**config.mk**
```make
export PLATFORM = sky130hd
export DESIGN_NAME = dec_strobe_gen
export DESIGN_NICKNAME = d
export VERILOG_FILES = /design/src/rtl/dec_strobe_gen.sv
export SDC_FILE = /design/constraint.sdc
export NUM_CORES = 1
export LEC_CHECK = 0
export CAP_MARGIN = 25
export CORE_MARGIN = 5
export CORE_UTILIZATION = 35
export DETAILED_ROUTE_END_ITERATION = 7
export MAX_ROUTING_LAYER = met4
export PLACE_DENSITY_LB_ADDON = 0.15
export SLEW_MARGIN = 0
export SYNTH_ARGS = -nofsm -noshare
export SYNTH_HDL_FRONTEND = slang
export SYNTH_SLANG_ARGS = --single-unit
export TNS_END_PERCENT = 30
```
**constraint.sdc**
```tcl
create_clock -name clk -period 2.65 [get_ports clk]
set_input_delay 0.53 -clock clk [delete_from_list [all_inputs] [get_ports clk]]
set_output_delay 0.53 -clock clk [all_outputs]
set_load 0.02 [all_outputs]
```
**src/rtl/dec_strobe_gen.sv**
```systemverilog
// dec_strobe_gen: registered enable-gated one-hot strobe decoder with level, pulse and scan modes
module dec_strobe_gen #(
    parameter int SEL_W      = 3,
    parameter int DWELL_W    = 8,
    parameter bit ACTIVE_LOW = 1'b1
) (
    input  logic                  clk,
    input  logic                  rst,
    input  logic                  en_g1_i,
    input  logic                  en_g2a_n_i,
    input  logic                  en_g2b_n_i,
    input  logic [SEL_W-1:0]      sel_i,
    input  logic [1:0]            mode_i,
    input  logic                  req_i,
    input  logic [DWELL_W-1:0]    dwell_i,
    output logic [(1<<SEL_W)-1:0] out_o,
    output logic                  busy_o,
    output logic [SEL_W-1:0]      idx_o
);
    localparam int NOUT = 1 << SEL_W;
    localparam logic [SEL_W-1:0] LAST = '1;

    typedef enum logic [1:0] {S_IDLE, S_PULSE, S_SCAN} state_t;

    state_t             state_q, state_d;
    logic [NOUT-1:0]    out_q, out_d, onehot;
    logic               busy_q, busy_d;
    logic [SEL_W-1:0]   idx_q, idx_d, line;
    logic [DWELL_W-1:0] cnt_q, cnt_d, dwell_q, dwell_d;
    logic               req_q, armed_q, act, en_ok, req_rise;

    assign en_ok    = en_g1_i & ~en_g2a_n_i & ~en_g2b_n_i;
    // armed_q blocks a req that was already high through reset until it has been seen low
    assign req_rise = req_i & ~req_q & armed_q;
    assign out_o    = out_q;
    assign busy_o   = busy_q;
    assign idx_o    = idx_q;

    // next state: choose which line (if any) is asserted next cycle
    always_comb begin
        state_d = state_q;
        cnt_d   = cnt_q;
        dwell_d = dwell_q;
        act     = 1'b0;
        line    = '0;
        case (state_q)
            S_IDLE: begin
                if (en_ok && mode_i == 2'b00) begin
                    act  = 1'b1;
                    line = sel_i;
                end else if (en_ok && req_rise && mode_i == 2'b01) begin
                    state_d = S_PULSE;
                    act     = 1'b1;
                    line    = sel_i;
                end else if (en_ok && req_rise && mode_i == 2'b10) begin
                    state_d = S_SCAN;
                    act     = 1'b1;
                    dwell_d = dwell_i;
                    cnt_d   = dwell_i;
                end
            end
            S_PULSE: state_d = S_IDLE;
            S_SCAN: begin
                if (!en_ok) begin
                    state_d = S_IDLE;
                end else if (cnt_q != '0) begin
                    cnt_d = cnt_q - 1'b1;
                    act   = 1'b1;
                    line  = idx_q;
                end else if (idx_q == LAST) begin
                    state_d = S_IDLE;
                end else begin
                    cnt_d = dwell_q;
                    act   = 1'b1;
                    line  = idx_q + 1'b1;
                end
            end
            default: state_d = S_IDLE;
        endcase
        onehot = act ? (NOUT'(1) << line) : '0;
        out_d  = ACTIVE_LOW ? ~onehot : onehot;
        idx_d  = act ? line : '0;
        busy_d = state_d != S_IDLE;
    end

    // state and output registers
    always_ff @(posedge clk) begin
        if (rst) begin
            state_q <= S_IDLE;
            out_q   <= {NOUT{ACTIVE_LOW}};
            busy_q  <= 1'b0;
            idx_q   <= '0;
            cnt_q   <= '0;
            dwell_q <= '0;
            req_q   <= 1'b0;
            armed_q <= ~req_i;
        end else begin
            state_q <= state_d;
            out_q   <= out_d;
            busy_q  <= busy_d;
            idx_q   <= idx_d;
            cnt_q   <= cnt_d;
            dwell_q <= dwell_d;
            req_q   <= req_i;
            armed_q <= armed_q | ~req_i;
        end
    end
endmodule

```
Yosys cells after proc, flatten, opt, wreduce, memory -nomap -nowiden:

Index checks and enable logic that the tools add are counted.

* register bits: 32
* memories: 0
* memory bits (writable): 0
* bits in latches: 0
* ROM bits: 0
* input bits: 19
* output and inout bits: 12
* logic and storage cells: 74

* reductions and logical operators: 12
* bitwise gates (word level): 13
* multiplexer cells: 29
* add/sub/neg operators: 2
* shifts and indexed selects: 1
* $lt $le $gt $ge: 0
* divide/modulo/power cells: 0
* multiply operators: 0
* eq/ne operators: 9

Operator list (number)
* 8-bit 2-to-1 mux: 7
* 8-bit case mux with 2 select lines: 1
* 3-bit 2-to-1 mux: 5
* 2-bit 2-to-1 mux: 6
* 2-bit inequality test (second input constant): 4
* 8-bit NOT: 1
* 8-bit nonzero test: 1
* 1-bit by 3-bit << shifter with 8-bit output (first input constant): 1
* 8-bit by 1-bit subtractor with 8-bit output (second input constant): 1
* 1-bit 2-to-1 mux: 7
* 1-bit NOT: 7
* 3-bit case mux with 2 select lines: 1
* 6-bit AND reduction: 1
* 1-bit AND: 4
* 2-bit == test (second input constant): 2
* 1-bit logical AND: 4
* 2-bit zero test: 2
* 2-bit case mux with 2 select lines: 1
* 4-bit AND reduction: 1
* 2-bit nonzero test: 2
* 3-bit by 1-bit adder with 3-bit output (second input constant): 1
* 3-bit == test (second input constant): 1
* 3-bit inequality test (second input constant): 1
* 2-bit by 1-bit == test with 1-bit output (second input constant): 1
* 3 further kinds: 3

Longest topological paths before layout:

Gate-level depths: netlist (run 1).

* depth in word-level cells: 11
* depth in mapped cells: 8
* mapped depth without buffers: 7

Worst setup path before layout (run 1):

OpenSTA, ideal clock, no wires.

* kind: input to register
* start: input en_g2a_n_i
* end: register out_q[2] (netlist: out_o[2])
* required time: 2523 ps
* path slack: 495 ps
* library setup time: 127 ps
* cell stages on the path: 7
* arrival: 2028 ps
* path buffers: 2
* path through: or3b_1 -> buf_6 -> nor4_4 -> buf_6 -> o22a_4 -> o211ai_2 -> or3_1

* cells in the longest elaborated chain, start to end: 11
* elaborated cells on any way between the ends: 19
* classes of those cells: shift: 1; mux: 10; bitwise: 4; reduce/logical: 4

Ends and longest elaborated chain
* from (decl): RTL line 10 `input logic en_g2a_n_i,`
* 1-bit NOT *: RTL line 32 `assign en_ok = en_g1_i & ~en_g2a_n_i & ~en_g2b_n_i;`
* 1-bit AND * (2 in a row): RTL line 32
* 1-bit logical AND: RTL line 51, 55
* 1-bit logical AND (on tied branches): RTL line 51, 55
* 3-bit 2-to-1 mux or 1-bit 2-to-1 mux (tied branches): RTL line 51, 55
* 3-bit 2-to-1 mux or 1-bit 2-to-1 mux (tied branches): RTL line 48, 51
* 3-bit case mux with 2 select lines or 1-bit 2-to-1 mux (tied branches): RTL line 46, 48
* 1-bit by 3-bit << shifter with 8-bit output or 1-bit case mux with 2 select lines (tied branches): RTL line 80, 46
* 8-bit 2-to-1 mux *: RTL line 80 `onehot = act ? (NOUT'(1) << line) : '0;`
* 8-bit NOT *: RTL line 81 `out_d = ACTIVE_LOW ? ~onehot : onehot;`
* to (signal assigned): RTL line 90 `out_q <= {NOUT{ACTIVE_LOW}};`
* to (signal assigned): RTL line 99 `out_q <= out_d;`
* to (decl): RTL line 26 `logic [NOUT-1:0] out_q, out_d, onehot;`

Every way passes the cells marked *; elsewhere a longest branch is shown, timed or not.
A chain may end at the register's enable or synchronous reset.

Worst setup path after layout (run 1):

* start: input en_g1_i
* end: register out_q[2] (netlist: out_o[2])

* cells in the longest elaborated chain, start to end: 10
* elaborated cells on any way between the ends: 18
* classes of those cells: shift: 1; mux: 10; bitwise: 3; reduce/logical: 4

Ends and longest elaborated chain
* from (decl): RTL line 9 `input logic en_g1_i,`
* 1-bit AND * (2 in a row): RTL line 32
* 1-bit logical AND: RTL line 51, 55
* 1-bit logical AND (on tied branches): RTL line 51, 55
* 3-bit 2-to-1 mux or 1-bit 2-to-1 mux (tied branches): RTL line 51, 55
* 3-bit 2-to-1 mux or 1-bit 2-to-1 mux (tied branches): RTL line 48, 51
* 3-bit case mux with 2 select lines or 1-bit 2-to-1 mux (tied branches): RTL line 46, 48
* 1-bit by 3-bit << shifter with 8-bit output or 1-bit case mux with 2 select lines (tied branches): RTL line 80, 46
* 8-bit 2-to-1 mux *: RTL line 80
* 8-bit NOT *: RTL line 81

Marked as above.

==> impl_results.md, run 1 <==
- Status: completed
- R2R depth: 7
- Cells after Synth: 176
- Syn Std Cell Area: 1675 um2
- Top cell type by total area after synthesis: dfxtp_1
- Sequential-to-total area share from yosys stat: 38.24%
- Leak: 0.7535 nW
- CTS tree: done
- Port bufs: 30
- Fin crit period: 2.371 ns
- Crit path DAT: 2.53 ns
- Synth area leaders: dfxtp_1, mux2i_1, nor2_1, nand2_1, a211oi_2
- Met2 Use GR: 22.22%
- Antenna cell count: 0
- EDFF count, synth: 0
- H-Tree Depth: 2
- Fillers: 455
- Initial antenna violation count: 0
- R2R Path Start: cnt_q[0]
- M3 GR Usage: 5.102%
- Pre-Repair DR Iteration Count: 4
- Placed Area: 2078 um2
- Slew Limit Fails: 0
- Final core utilization: 46.21%
- Most frequent cell after synthesis: dfxtp_1
- Clk_lat worst skew: 0.28 ns
- Upper clock frequency limit: 421.8 MHz
- First-pass GRT wire length: 6755 um
- Library cells used by synthesis: 44
- Crit. Startpoint: en_g1_i
- Most Used Layer, Global Route: met2
- Min-Delay Path Class: reg2reg
- Worst hold path stage count: 2
- Total CTS buffers: 5
- Final period util: 89.45%
- Die Height: 79.19 um
- DRT antenna net count: 0
- Mapped Nets: 199
- Setup ws final: 0.2795 ns
- Layout cells sized above 1: 17.13%
- Synth cell count leaders: dfxtp_1, nor2_1, nand2_1, mux2i_1
- Worst setup path class: in2reg
- Finished Cell Area: 2168 um2
- Most used DFF post-synth: dfxtp_1
- Rel. slew slack: 70.02%
- Power Dens Cells: 448.8 nW/um2
- Post_cts resized: 0
- IO Pins: 31
- Post-layout nets: 238
- CP required: 2.81 ns
- Worst slack at placement: -0.01549 ns
- Slew @ Worst Pin: 0.4497 ns
- Sink Count: 32
- Critical Path Sink Type: flip-flop
- GR Util met1: 16.89%
- Worst setup SP type: input pin
- Core box area: 4692 um2
- DR vias/cell: 5.167
- Hold Startpoint: armed_q
- Mean Syn Cell Area: 9.519 um2
- CTS Buffer Depth: 2
- Die X: 79.19 um
- Total GRT Usage: 14.01%
- Vias in the first global route: 1430
- GPL Wtd Cong: 0.7890
- Initial drt markers: 77
- Area of the die: 6270 um2
- Grt ovf: 0
- Row cnt: 25
- Via count: 1395
- Hold Fails Final Rpt: 0
- Maxcap violations: 0
- Worst clock skew: 0.007675 ns
- Largest net degree at the start of global routing: 13
- Synth top area share: 38.24%
- WL/cell: 14.74 um
- Power Total: 0.0009731 W
- Unrepaired setup endpoints after global routing: no
- Initial core utilization: 35.71%
- Peak VDD IR: 0.2260 mV
- Detailed Route WL: 3981 um
- Ys Warns: 0
- Number of setup buffers added after CTS: 0
- Root buf cell: clkbuf_8
- Crit-path max FO: 4
- Flops & latches, synth: 32
- DP Wirelength: 3062 um
- Setup_tns: 0 ns
- Final setup fails: 0
- Clock slew at reported path FFs: 0.06 ns
- Hold_buf cts: 0
- Post-route DRC: 0
- Area Growth Syn to Fin: 29.42%
- Post-synth ARST share: 0%
[kinds of logic (layout without fill, tap and decap cells)]
group / count (synthesis) / after routing / share of synthesized area, %
adders and majority gates: 4 / 4 / 2.987
buffers and inverters: 13 / 53 / 4.480
xor gates and xnor gates: 3 / 3 / 1.569
DFF: 32 / 32 / 38.24
muxes: 12 / 12 / 7.170
and+or+nand+nor: 73 / 73 / 23.60
AOI/OAI and AO/OA: 39 / 39 / 21.96
[layout make-up]
cell class              instances  area (um2)  share of cell area (%)
clock buffers                   8       90.09                   4.155
flip-flops and latches         32       640.6                   29.54
inverters                       4       15.01                  0.6924
repair buffers                 41       395.4                   18.23
well taps                      54       67.56                   3.116
multi-input cells             131       959.7                   44.26
[flip-flops by register name, summed over array words and instances (netlist names)]
name,flops
armed_q,1
busy_o,1
cnt_q,8
dwell_q,8
idx_o,3
out_o,8
req_q,1
state_q,2
[per-layer routing]
layer	wire length, um	share of wire, %
met4	34	0.85
met5	0	0
met1	1814	46
met3	202	5.1
met2	1931	49
[cell usage in the layout, fill, tap and decap left out, types with 3 or more instances in the layout]
cell | Yosys | routed
dfxtp_1 | 32 | 32
clkdlybuf4s50_1 | 0 | 30
nor2_1 | 23 | 23
nand2_1 | 16 | 16
mux2i_1 | 12 | 12
buf_4 | 0 | 10
nand3_1 | 7 | 7
a21oi_1 | 7 | 7
clkbuf_8 | 0 | 6
o21ai_0 | 5 | 5
nor3_1 | 5 | 5
inv_1 | 4 | 4
or3_1 | 4 | 4
a211oi_2 | 4 | 4
o211ai_1 | 4 | 4
ha_1 | 4 | 4
nor2b_1 | 3 | 3
nand2b_1 | 3 | 3
a311oi_2 | 3 | 3
xnor2_1 | 3 | 3
[worst max-delay path: stages]
cell and delay [ns]:
clkdlybuf4s50_1 0.44, or3b_1 0.47, nor4_4 0.42, o22a_4 0.22, o211ai_2 0.12, or3_1 0.33
[power breakdown]
group          internal [W]  switching, W  total [W]  leakage [nW]
clock network      0.000211      0.000166   0.000378        0.0455
registers          0.000486    0.00000513   0.000491         0.259
logic             0.0000541     0.0000499   0.000104         0.449
total              0.000752      0.000221   0.000973         0.753
[path summary, 6_finish.rpt]
check	endpoint	slack, ns
max	out_o[2]	0.28
min	armed_q	0.49
max reg2reg	out_o[2]	0.40
min reg2reg	armed_q	0.49
[per-stage QoR]
step,hold WS [ns],instances
2_1_floorplan,0.4453,176
3_3_place_gp,0.4560,262
3_5_place_dp,0.4807,262
4_1_cts,0.4902,270
5_1_grt,0.5354,270
6_report,0.4852,270
No activity file was read; power rests on OpenSTA's default activity.
==> run 2: changes to the inputs <==
--- a/config.mk
+++ b/config.mk
@@ -10,7 +10,7 @@
 export CORE_UTILIZATION = 35
 export DETAILED_ROUTE_END_ITERATION = 7
 export MAX_ROUTING_LAYER = met4
-export PLACE_DENSITY_LB_ADDON = 0.15
+export PLACE_DENSITY_LB_ADDON = 0.12
 export SLEW_MARGIN = 0
 export SYNTH_ARGS = -nofsm -noshare
 export SYNTH_HDL_FRONTEND = slang
==> run 2 against run 1 <==
Routed wire length decreased by 4.6%; die area unchanged; utilization decreased by 0.48 points; critical path depth unchanged; fmax decreased by 1.7%; sequential share of layout area increased by 0.31 points; non-clock buffer count decreased by 3; clock power decreased by 9.3%; largest power group unchanged; power decreased by 3.9%; hold slack got worse by 0.015 ns.
==> impl_results.md, run 2 (synthesized netlist as in run 1, its figures left out) <==
- Status: completed
- Slowest stage cell, crit path: or3b_1
- DRT antenna net count: 0
- Leak: 0.7416 nW
- Largest net degree at the start of global routing: 22
- Clk network pwr share: 36.7%
- Critical Path Sink Type: flip-flop
- Worst Hold Path EP: armed_q
- Root buf cell: clkbuf_8
- Slew Limit Fails: 0
- Worst slack at placement: -0.05814 ns
- Flop pwr share: 52.5%
- Hold Startpoint: armed_q
- Layout cells sized above 1: 16.04%
- Area of the die: 6270 um2
- Final setup fails: 0
- IO Pins: 31
- Sink Count: 32
- Crit path DAT: 2.57 ns
- Worst clock skew: 0.003243 ns
- Internal power: 0.0007175 W
- Pre-Repair DR Iteration Count: 4
- Worst setup path class: in2reg
- Port bufs: 30
- Crit-path max FO: 5
- DP Wirelength: 2879 um
- R2R Path End: out_o[0]
- Final Non-Filler Cells: 266
- Peak VDD IR: 0.2060 mV
- R2R depth: 7
- Crit-path leading delay family: simple AND/OR/NAND/NOR gates
- Row cnt: 25
- Worst-path cell chain: clkdlybuf4s50_1, or3b_1, a2111oi_4, nand2_1, o21a_1, or3_1
- Maxcap violations: 0
- Unrepaired setup endpoints after global routing: no
- WP buf/inv: 1
- Post-route DRC: 0
- Total CTS buffers: 5
- Die Height: 79.19 um
- Hold Fails Final Rpt: 0
- CP required: 2.81 ns
- Rel. slew slack: 70.66%
- Power Total: 0.0009355 W
- Hold_buf cts: 0
- Setup ws final: 0.2383 ns
- Grt ovf: 0
- Cells after DPL: 259
- Via count: 1414
- Total GRT Usage: 13.34%
- Area Growth Syn to Fin: 28.08%
- Sw frac: 23.30%
- R2r setup slk: 0.42 ns
- Finished Cell Area: 2146 um2
- Slew @ Worst Pin: 0.4380 ns
- Antenna cell count: 0
- Post_cts resized: 0
- Commonest cells after routing, fill and taps aside: dfxtp_1, clkdlybuf4s50_1, nor2_1, nand2_1, mux2i_1
- Initial drt markers: 71
- WL/cell: 14.28 um
- Final period util: 91.01%
- Number of setup buffers added after CTS: 0
- Placed Area: 2068 um2
- GPL Wtd Cong: 0.8456
- DR vias/cell: 5.316
- Initial antenna violation count: 0
- Min-Delay Path Class: reg2reg
- Fin crit period: 2.412 ns
- Core box area: 4692 um2
- Clock slew at reported path FFs: 0.06 ns
- Most common cell after layout, fill and taps aside: dfxtp_1
- Detailed Route WL: 3799 um
- CP peak stage delay: 0.48 ns
- R2R Path Start: cnt_q[0]
- Worst hold path stage count: 2
- Die X: 79.19 um
- Clk_lat worst skew: 0.28 ns
- Worst setup SP type: input pin
- First-pass GRT wire length: 6403 um
- Comb power frac: 10.8%
- H-Tree Depth: 2
- Power Dens Cells: 436.0 nW/um2
- Switching Power: 0.0002180 W
- Vias in the first global route: 1425
- Post-layout nets: 235
- CTS Buffer Depth: 2
- Hold slack: 0.4705 ns
- Initial core utilization: 35.71%
- CTS tree: done
- Upper clock frequency limit: 414.6 MHz
run 2: cell types whose count changed in the layout (fill, tap and decap cells not counted), sizes merged:
cell    change
clkinv      +1
clkbuf      -2
buf         -3
run 2: power by group through the flow:
stage               sequential [W]  combinational (W)  clock [W]
global placement          0.000502           0.000101          0
CTS                       0.000491           0.000102   0.000355
finish                    0.000491           0.000101   0.000343
floorplan                 0.000501          0.0000555          0
detailed placement        0.000502           0.000102          0
global route              0.000491           0.000111   0.000375
run 2: worst max-delay path by stage:
stage	start	to	depth (start not counted)
2_1_floorplan	en_g2a_n_i	out_o[2]	7
3_3_place_gp	en_g1_i	out_o[1]	6
3_5_place_dp	en_g1_i	out_o[3]	6
4_1_cts	en_g1_i	out_o[0]	6
5_1_grt	en_g1_i	out_o[3]	6
6_report	en_g1_i	out_o[3]	6
run 2: tightest hold or removal path: stages (launching register included):
cell and delay [ns]:
dfxtp_1 0.31, inv_1 0.04, o21ai_0 0.07
run 2: area by class of cell:
cell class | instances | area [um2]
sequential | 32 | 640.6
inverter | 4 | 15.01
timing repair buffer | 38 | 385.4
clock buffer | 6 | 72.57
tap | 54 | 67.56
clock inverter | 1 | 5.005
fill | 437 | 2546
multi-input combinational | 131 | 959.7
run 2: through the flow:
| step | setup TNS (ns) | utilization (%) |
|---|---|---|
| floorplan | 0 | - |
| global placement | 0 | 44.08 |
| detailed placement | -0.2267 | 44.08 |
| CTS | 0 | 45.73 |
| global route | 0 | 45.73 |
| finish | 0 | 45.73 |
run 2: metal layers:
| layer | vias to the layer above | global-route usage, % | wire [um] |
|---|---|---|---|
| li1 | 701 | - | - |
| met1 | 661 | 15.61 | 1709 |
| met2 | 42 | 21.13 | 1797 |
| met3 | 10 | 3.628 | 207 |
| met4 | 0 | 6.529 | 85 |
| met5 | - | - | 0 |
==> run 3: changes to the inputs <==
--- a/config.mk
+++ b/config.mk
@@ -8,6 +8,7 @@
 export CAP_MARGIN = 25
 export CORE_MARGIN = 5
 export CORE_UTILIZATION = 35
+export CTS_BUF_LIST = sky130_fd_sc_hd__clkbuf_16
 export DETAILED_ROUTE_END_ITERATION = 7
 export MAX_ROUTING_LAYER = met4
 export PLACE_DENSITY_LB_ADDON = 0.12
==> run 3 against run 2 <==
Register-to-register slack hardly changed; clock skew hardly changed; final cell count stayed put; setup slack worse by 0.0091 ns; combinational power hardly changed; utilization is 1.2 points higher; die area stayed put; hold slack better by 0.0016 ns; critical path depth stayed put; cell area is 2.6% higher; first-iteration DRC count is 14% higher.
==> impl_results.md, run 3 (synthesized netlist as in run 1, its figures left out) <==
- Setup_tns: 0 ns
- Hold_buf cts: 0
- Commonest cells after routing, fill and taps aside: dfxtp_1, clkdlybuf4s50_1, nor2_1, nand2_1, mux2i_1
- Post-route DRC: 0
- First-pass GRT wire length: 6417 um
- Core box area: 4692 um2
- Unrepaired setup endpoints after global routing: no
- Total GRT Usage: 13.71%
- Maxcap violations: 0
- Largest net degree at the start of global routing: 22
- Vias in the first global route: 1437
- Min-Delay Path Class: reg2reg
- Die Height: 79.19 um
- Hold slack: 0.4721 ns
- Initial core utilization: 35.71%
- Fillers: 433
- Clock slew at reported path FFs: 0.05 ns
- Grt ovf: 0
- Power Dens Cells: 506.9 nW/um2
- Comb power frac: 9.1%
- CTS tree: done
- Status: completed
- Post-layout nets: 235
- Clk_lat worst skew: 0.27 ns
- Most common cell after layout, fill and taps aside: dfxtp_1
- Worst Hold Path EP: armed_q
- Switching Power: 0.0002397 W
- R2r setup slk: 0.43 ns
- Final period util: 91.35%
- Peak VDD IR: 0.3824 mV
- Internal power: 0.0008766 W
- Row cnt: 25
- Port bufs: 30
- Layout cells sized above 1: 16.04%
- IO Pins: 31
- Sink Count: 32
- Via count: 1420
- R2R Path Start: cnt_q[0]
- Pre-Repair DR Iteration Count: 4
- Crit-path leading delay family: simple AND/OR/NAND/NOR gates
- Flop pwr share: 44.1%
- Initial drt markers: 81
- DP Wirelength: 2879 um
- Area of the die: 6270 um2
- Clk network pwr share: 46.8%
- Slowest stage cell, crit path: or3b_1
- Final setup fails: 0
- Initial antenna violation count: 0
- Worst slack at placement: -0.05814 ns
- Area Growth Syn to Fin: 31.44%
- Worst clock skew: 0.002854 ns
- R2R depth: 7
- Worst hold path stage count: 2
- Crit-path max FO: 5
- GPL Wtd Cong: 0.8456
- WL/cell: 14.36 um
- Crit path DAT: 2.57 ns
- Upper clock frequency limit: 413.1 MHz
- Worst-path cell chain: clkdlybuf4s50_1, or3b_1, a2111oi_4, nand2_1, o21a_1, or3_1
- R2R Path End: out_o[2]
- Placed Area: 2068 um2
- DR vias/cell: 5.338
- CP peak stage delay: 0.48 ns
- Hold Fails Final Rpt: 0
- Post_cts resized: 0
- CTS Buffer Depth: 2
- Leak: 0.7714 nW
- Slew Limit Fails: 0
- Worst setup path class: in2reg
- Sw frac: 21.47%
- H-Tree Depth: 2
- Total CTS buffers: 5
- Critical Path Sink Type: flip-flop
- DRT antenna net count: 0
- WP buf/inv: 1
- Antenna cell count: 0
- Detailed Route WL: 3821 um
- Worst setup SP type: input pin
- Finished Cell Area: 2202 um2
- Die X: 79.19 um
- Hold Startpoint: armed_q
- Fin crit period: 2.421 ns
- Root buf cell: clkbuf_16
- Rel. slew slack: 70.64%
- Slew @ Worst Pin: 0.4383 ns
- CP required: 2.80 ns
- Setup ws final: 0.2292 ns
- Number of setup buffers added after CTS: 0
run 3: power groups by stage:
stage | Clock, W | Combinational (W) | Sequential (W)
floorplan | 0 | 0.0000555 | 0.000501
global placement | 0 | 0.000101 | 0.000502
detailed placement | 0 | 0.000102 | 0.000502
CTS | 0.000535 | 0.000103 | 0.000492
global route | 0.000561 | 0.000111 | 0.000492
finish | 0.000522 | 0.000102 | 0.000492
run 3: area by class of cell:
type                    instances  area [um2]  area share (%)
clock inverters                 2       8.758          0.3977
inverters                       4       15.01          0.6818
multi-input cells             131       959.7           43.58
clock buffers                   5       125.1           5.682
well taps                      54       67.56           3.068
flip-flops and latches         32       640.6           29.09
repair buffers                 38       385.4           17.50
run 3: metrics by stage:
| step | std cells | util [%] | power, W |
|---|---|---|---|
| floorplan | 176 | - | 0.0005566 |
| global placement | 259 | 44.08 | 0.0006026 |
| detailed placement | 259 | 44.08 | 0.0006039 |
| CTS | 266 | 46.93 | 0.001130 |
| global route | 266 | 46.93 | 0.001164 |
| finish | 266 | 46.93 | 0.001116 |
run 3: worst max path at each step:
stage | from | to | cells after the start
floorplan | en_g2a_n_i | out_o[2] | 7
global placement | en_g1_i | out_o[1] | 6
detailed placement | en_g1_i | out_o[3] | 6
CTS | en_g1_i | out_o[3] | 6
global route | en_g1_i | out_o[3] | 6
finish | en_g1_i | out_o[3] | 6
run 3: routing by layer:
layer	track usage, %	vias up	routed length [um]
met4	8.247	0	106
met2	20.96	35	1811
met3	4.308	10	190
met1	15.68	672	1713
li1	-	703	-
met5	-	-	0
run 3: worst min-delay path, delay by kind of cell (launching register included):
kind,cells,cell delay [ns]
buffers and inverters,1,0.04
AO/OA/AOI/OAI,1,0.07
flip-flops,1,0.31
